### src/rtl/hazard_pkg.sv
// Shared definitions for the hazard / stall controller.
//   state_e         : controller FSM state (RUN while the pipeline flows,
//                     MEM_WAIT while a data-cache miss is outstanding)
//   CNT_W_DEFAULT   : default width of the saturating performance counters
package hazard_pkg;

    typedef enum logic {
        RUN      = 1'b0,
        MEM_WAIT = 1'b1
    } state_e;

    localparam int CNT_W_DEFAULT = 16;

endpackage : hazard_pkg

### src/rtl/sat_counter.sv
// Saturating up-counter used for pipeline performance statistics.
// Ports:
//   clk_i  : clock, counts on the rising edge
//   rst_i  : asynchronous active-low reset, clears the count
//   inc_i  : add one this cycle (ignored once the count is all-ones)
//   cnt_o  : current count
module sat_counter #(
    parameter int W = 16
) (
    input  logic         clk_i,
    input  logic         rst_i,
    input  logic         inc_i,
    output logic [W-1:0] cnt_o
);

    logic [W-1:0] cnt_q;
    logic [W-1:0] cnt_d;

    always_comb begin
        cnt_d = cnt_q;
        if (inc_i && (cnt_q != '1)) begin
            cnt_d = cnt_q + 1'b1;
        end
    end

    // NOTE: state registers use non-blocking (<=) so every flop samples the
    // pre-edge value of its inputs regardless of block ordering.
    always_ff @(posedge clk_i or negedge rst_i) begin
        if (!rst_i) begin
            cnt_q <= '0;
        end else begin
            cnt_q <= cnt_d;
        end
    end

    assign cnt_o = cnt_q;

endmodule : sat_counter

### src/rtl/hazard_stall_ctrl.sv
// Pipeline hazard / stall controller.
// Detects data-cache misses (freezes the whole pipeline until the cache
// acknowledges), load-use hazards (stalls IF/ID and bubbles ID_EX) and taken
// branches (flushes IF_ID). Priority is freeze > load-use > branch flush.
// Ports:
//   clk_i, rst_i                  : clock, async active-low reset
//   IF_ID_RS1addr_i/RS2addr_i     : source registers of the instruction in ID
//   ID_EX_RDaddr_i/MemRead_i      : destination / load flag of the instruction in EX
//   EX_MEM_MemRead_i/MemWrite_i   : instruction in MEM accesses data memory
//   mem_stall_i, mem_ack_i        : data-cache busy / access-complete handshake
//   Branch_taken_i                : branch resolved taken in ID
//   PCWrite_o, IF_ID_Write_o      : PC / IF_ID update enables
//   IF_ID_Flush_o, ID_EX_Flush_o  : bubble insertion
//   Freeze_o                      : hold every pipeline register
//   stall_cnt_o, flush_cnt_o      : saturating stall / flush cycle counts
module hazard_stall_ctrl
    import hazard_pkg::*;
#(
    parameter int CNT_W = CNT_W_DEFAULT
) (
    input  logic             clk_i,
    input  logic             rst_i,
    input  logic [4:0]       IF_ID_RS1addr_i,
    input  logic [4:0]       IF_ID_RS2addr_i,
    input  logic [4:0]       ID_EX_RDaddr_i,
    input  logic             ID_EX_MemRead_i,
    input  logic             EX_MEM_MemRead_i,
    input  logic             EX_MEM_MemWrite_i,
    input  logic             mem_stall_i,
    input  logic             mem_ack_i,
    input  logic             Branch_taken_i,
    output logic             PCWrite_o,
    output logic             IF_ID_Write_o,
    output logic             IF_ID_Flush_o,
    output logic             ID_EX_Flush_o,
    output logic             Freeze_o,
    output logic [CNT_W-1:0] stall_cnt_o,
    output logic [CNT_W-1:0] flush_cnt_o
);

    state_e state_q;
    state_e state_d;
    logic   mem_miss;
    logic   load_use;
    logic   freeze;

    assign mem_miss = (EX_MEM_MemRead_i | EX_MEM_MemWrite_i) & mem_stall_i;

    // x0 is hard-wired zero, so a load targeting it never creates a hazard.
    assign load_use = ID_EX_MemRead_i && (ID_EX_RDaddr_i != 5'd0) &&
                      ((ID_EX_RDaddr_i == IF_ID_RS1addr_i) ||
                       (ID_EX_RDaddr_i == IF_ID_RS2addr_i));

    always_comb begin
        // NOTE: every signal gets a default before any branch, so no path
        // leaves one unassigned and no latch is inferred.
        state_d = state_q;
        freeze  = 1'b0;
        case (state_q)
            // The miss cycle itself freezes immediately; the wait starts at the edge.
            RUN: begin
                if (mem_miss) begin
                    freeze  = 1'b1;
                    state_d = MEM_WAIT;
                end
            end
            // Frozen through the ack cycle; mem_stall_i is irrelevant here.
            MEM_WAIT: begin
                freeze = 1'b1;
                if (mem_ack_i) begin
                    state_d = RUN;
                end
            end
            default: state_d = RUN;
        endcase
    end

    always_comb begin
        PCWrite_o     = 1'b1;
        IF_ID_Write_o = 1'b1;
        IF_ID_Flush_o = 1'b0;
        ID_EX_Flush_o = 1'b0;
        Freeze_o      = freeze;
        if (freeze) begin
            PCWrite_o     = 1'b0;
            IF_ID_Write_o = 1'b0;
        end else if (load_use) begin
            // A branch in ID is ignored here: its operands are not yet valid.
            PCWrite_o     = 1'b0;
            IF_ID_Write_o = 1'b0;
            ID_EX_Flush_o = 1'b1;
        end else if (Branch_taken_i) begin
            IF_ID_Flush_o = 1'b1;
        end
    end

    always_ff @(posedge clk_i or negedge rst_i) begin
        if (!rst_i) begin
            state_q <= RUN;
        end else begin
            state_q <= state_d;
        end
    end

    sat_counter #(
        .W (CNT_W)
    ) u_stall_cnt (
        .clk_i (clk_i),
        .rst_i (rst_i),
        .inc_i (freeze | load_use),
        .cnt_o (stall_cnt_o)
    );

    sat_counter #(
        .W (CNT_W)
    ) u_flush_cnt (
        .clk_i (clk_i),
        .rst_i (rst_i),
        .inc_i (IF_ID_Flush_o),
        .cnt_o (flush_cnt_o)
    );

endmodule : hazard_stall_ctrl
### config.mk
export PLATFORM = sky130hd
export DESIGN_NAME = hazard_stall_ctrl
export DESIGN_NICKNAME = d
export VERILOG_FILES = /design/src/rtl/hazard_pkg.sv /design/src/rtl/sat_counter.sv /design/src/rtl/hazard_stall_ctrl.sv
export SDC_FILE = /design/constraint.sdc
export NUM_CORES = 1
export LEC_CHECK = 0
export CAP_MARGIN = 15
export CORE_MARGIN = 2
export CORE_UTILIZATION = 32
export CTS_CLUSTER_DIAMETER = 150
export DETAILED_ROUTE_END_ITERATION = 12
export SLEW_MARGIN = 20
export SYNTH_ARGS = -nofsm -noshare
export SYNTH_HDL_FRONTEND = slang
export SYNTH_HIERARCHICAL = 1
export SYNTH_SLANG_ARGS = --single-unit
export TNS_END_PERCENT = 10
### constraint.sdc
create_clock -name clk_i -period 4.3 [get_ports clk_i]
set_input_delay 1.29 -clock clk_i [delete_from_list [all_inputs] [get_ports clk_i]]
set_output_delay 1.29 -clock clk_i [all_outputs]
set_load 0.05 [all_outputs]
==> impl_results.md <==
* Status: finished clean
* CP Launch Type: primary input
* Storage cell area at 826 µm²
* Fin. max-slew vios at 0
* Final net count at 271
* EDFF count, synth at 0
* Worst hold slack at 444 ps
* First-pass GRT wire length at 7.58 mm
* Ys flop type: dfrtp_1
* Crit path DAT at 2910 ps
* Max Fclk at 238 MHz
* Power density cells at 461 mW/mm²
* Initial core utilization at 33.0%
* Post-CTS Hold Fix Bufs at 0
* Routability Congestion at 0.755
* Most frequent cells after synthesis: dfrtp_1, xnor2_1, nand4_1
* Fin area at 0.00280 mm²
* Pre-antenna DRT Iters at 4
* Clock skew at 2.27 ps
* Synthesis-to-finish area growth at 44.3%
* Placed inst area at 0.00270 mm²
* Peak VDD IR at 0.000262 V
* FILL cells at 565
* Post-CTS setup buffer count at 0
* Placeable Area at 0.00589 mm²
* Die width at 81.9 µm
* Setup TNS at 0 ps
* Gr usage total at 14.8%
* Worst Path Max Fanout at 2
* Hold path start: state_q
* Slowest cell on crit path: or4_4
* Async SR Flop Fraction at 100%
* Final Hold Viols at 0
* Fraction of layout cells with a size suffix above 1 at 17.0%
* Worst-path clk slew at 70 ps
* Vias in the first global route at 1576
* Initial antenna violation count at 0
* Setup violators final at 0
* Hold Path Class: flip-flop to flip-flop
* CP max stage delay at 550 ps
* Final period util at 97.7%
* 1st-iter DRT viols at 96
* Die span in y at 81.9 µm
* Antenna cells at 0
* Largest net degree at the start of global routing at 34
* Top-count cell post-synth: dfrtp_1
* Mapped Area at 0.00194 mm²
* H-tree levels at 2
* Synth area leader: dfrtp_1
* Synth warn at 6
* Post-Route WL at 4.63 mm
* Gr ovfl total at 0
* Critical path class: primary input to primary output
* Yosys cell types at 34
* Clk sinks at 33
* DR vias at 1665
* Post-DR wirelength/cell at 14.4 µm
* Port bufs at 59
* TritonCTS Buffers at 5
* R2R cell count at 9
* RSZ-0062 raised after global routing: false
* Worst setup EP type: primary output
* Skew-Pair Late Insertion Delay at 280 ps
* Worst reg-to-reg setup slack at 2290 ps
* RR Endpoint: u_flush_cnt/cnt_o[7]
* Synth top area cells: dfrtp_1, xnor2_1, nand4_1, nor4_4, o21a_1
* Antenna viol nets, final at 0
* Total power at 1.29 mW
* Static leakage at 1.11 nW
* Longest Clk Path Bufs at 2
* Worst relative slew slack at 65.9%
* CTS resizes at 0
* Max-cap violation count at 0
* Avg Inst Size Synth at 11.1 µm²
* Data required time of the worst path at 3010 ps
* Worst Hold Path EP: state_q
* Mapped Cells at 174
* Reg2reg start: state_q
* Number of remaining DRC errors at 0
* I/O pin count at 60
* CTS root buf: clkbuf_8
* Full die area at 0.00670 mm²
* WHS Path Cells at 1
* Final Non-Filler Cells at 322
* Fin crit period at 4200 ps
* Sequential area share after synthesis at 42.6%
* Floorplan row count at 28
* Placed Cells at 314
* CTS tree: done
* Syn nets at 199
* Vias per cell at 5.17
* Slew @ Worst Pin at 510 ps
* Critical-path cell list: clkdlybuf4s50_1 > or4_4 > o21a_1 > a21oi_2 > buf_12
* Dpl hpwl at 3.50 mm
* #FFs+latches synth at 33
* Synth top area share at 42.6%
* Area occupied by multi-input gates at 0.00111 mm²
[where the power goes]
part	switching [mW]	internal, mW
combinational	0.353	0.209
clock	0.115	0.145
sequential	0.0970	0.370
total	0.566	0.724
[through the flow]
stage	utilization [%]	worst slack [ps]
2_1_floorplan	-	-58.4
3_3_place_gp	45.8	103
3_5_place_dp	45.8	97.5
4_1_cts	47.6	89.8
5_1_grt	47.6	42.0
6_report	47.6	100
[cell families after synthesis]
group	share of synthesized area [%]
AO/OA/AOI/OAI	14.5
XOR/XNOR	10.8
adder cells (fa/ha/maj)	1.29
buffers and inverters	0.581
flip-flops	42.6
multiplexers	1.16
AND/OR/NAND/NOR	29.1
[final cells by class]
cell class / count / area share [%]
multi-input cells: 139 / 39.5
flip-flops and latches: 33 / 29.5
repair buffers: 66 / 23.9
clock buffers: 7 / 3.44
well taps: 75 / 3.35
clock inverters: 1 / 0.179
inverters: 1 / 0.134
[worst max path at each step]
stage / start / endpoint / slack (ps) / cells after the start
2_1_floorplan: EX_MEM_MemWrite_i / ID_EX_Flush_o / -60 / 4
3_3_place_gp: ID_EX_RDaddr_i[1] / PCWrite_o / 100 / 5
3_5_place_dp: ID_EX_RDaddr_i[1] / PCWrite_o / 100 / 5
4_1_cts: ID_EX_RDaddr_i[1] / PCWrite_o / 90 / 5
5_1_grt: ID_EX_RDaddr_i[1] / IF_ID_Write_o / 40 / 5
6_report: ID_EX_RDaddr_i[1] / IF_ID_Write_o / 100 / 5
[placed cells by master, fill, tap and decap left out, drive strengths merged, types with 2 or more instances in the layout]
| cell | instances |
|---|---|
| o31ai | 2 |
| dfrtp | 33 |
| buf | 12 |
| mux2 | 2 |
| o21a | 11 |
| a21oi | 9 |
| nor4 | 4 |
| and4 | 6 |
| nand3 | 14 |
| o21ai | 5 |
| clkbuf | 7 |
| and4b | 2 |
| xor2 | 4 |
| and3 | 4 |
| o211ai | 2 |
| nor3 | 3 |
| xnor2 | 20 |
| nor2 | 6 |
| clkdlybuf4s50 | 54 |
| nand2 | 11 |
| a32oi | 2 |
| a31oi | 6 |
| ha | 2 |
| nand4 | 20 |
[critical path: cells and delay by family]
| family | cells | cell delay, ps |
|---|---|---|
| buffers and inverters | 2 | 610 |
| AO/OA/AOI/OAI | 2 | 470 |
| AND/OR/NAND/NOR | 1 | 550 |
[flip-flops by register name, indices dropped and copies added, names as in the netlist]
| register | count |
|---|---|
| state_q | 1 |
| u_flush_cnt/cnt_o | 16 |
| u_stall_cnt/cnt_o | 16 |
[metal layers]
| metal | part of all wire (%) | global-route usage (%) | vias up | wire (µm) |
|---|---|---|---|---|
| li1 | - | - | 825 | - |
| met1 | 47 | 20.2 | 779 | 2190 |
| met3 | 7.0 | 2.97 | 7 | 325 |
| met5 | 0 | 0 | - | 0 |
| met4 | 1.8 | 6.50 | 0 | 82 |
| met2 | 44 | 22.5 | 54 | 2040 |
Note: power is estimated with default switching activity, not from simulation.
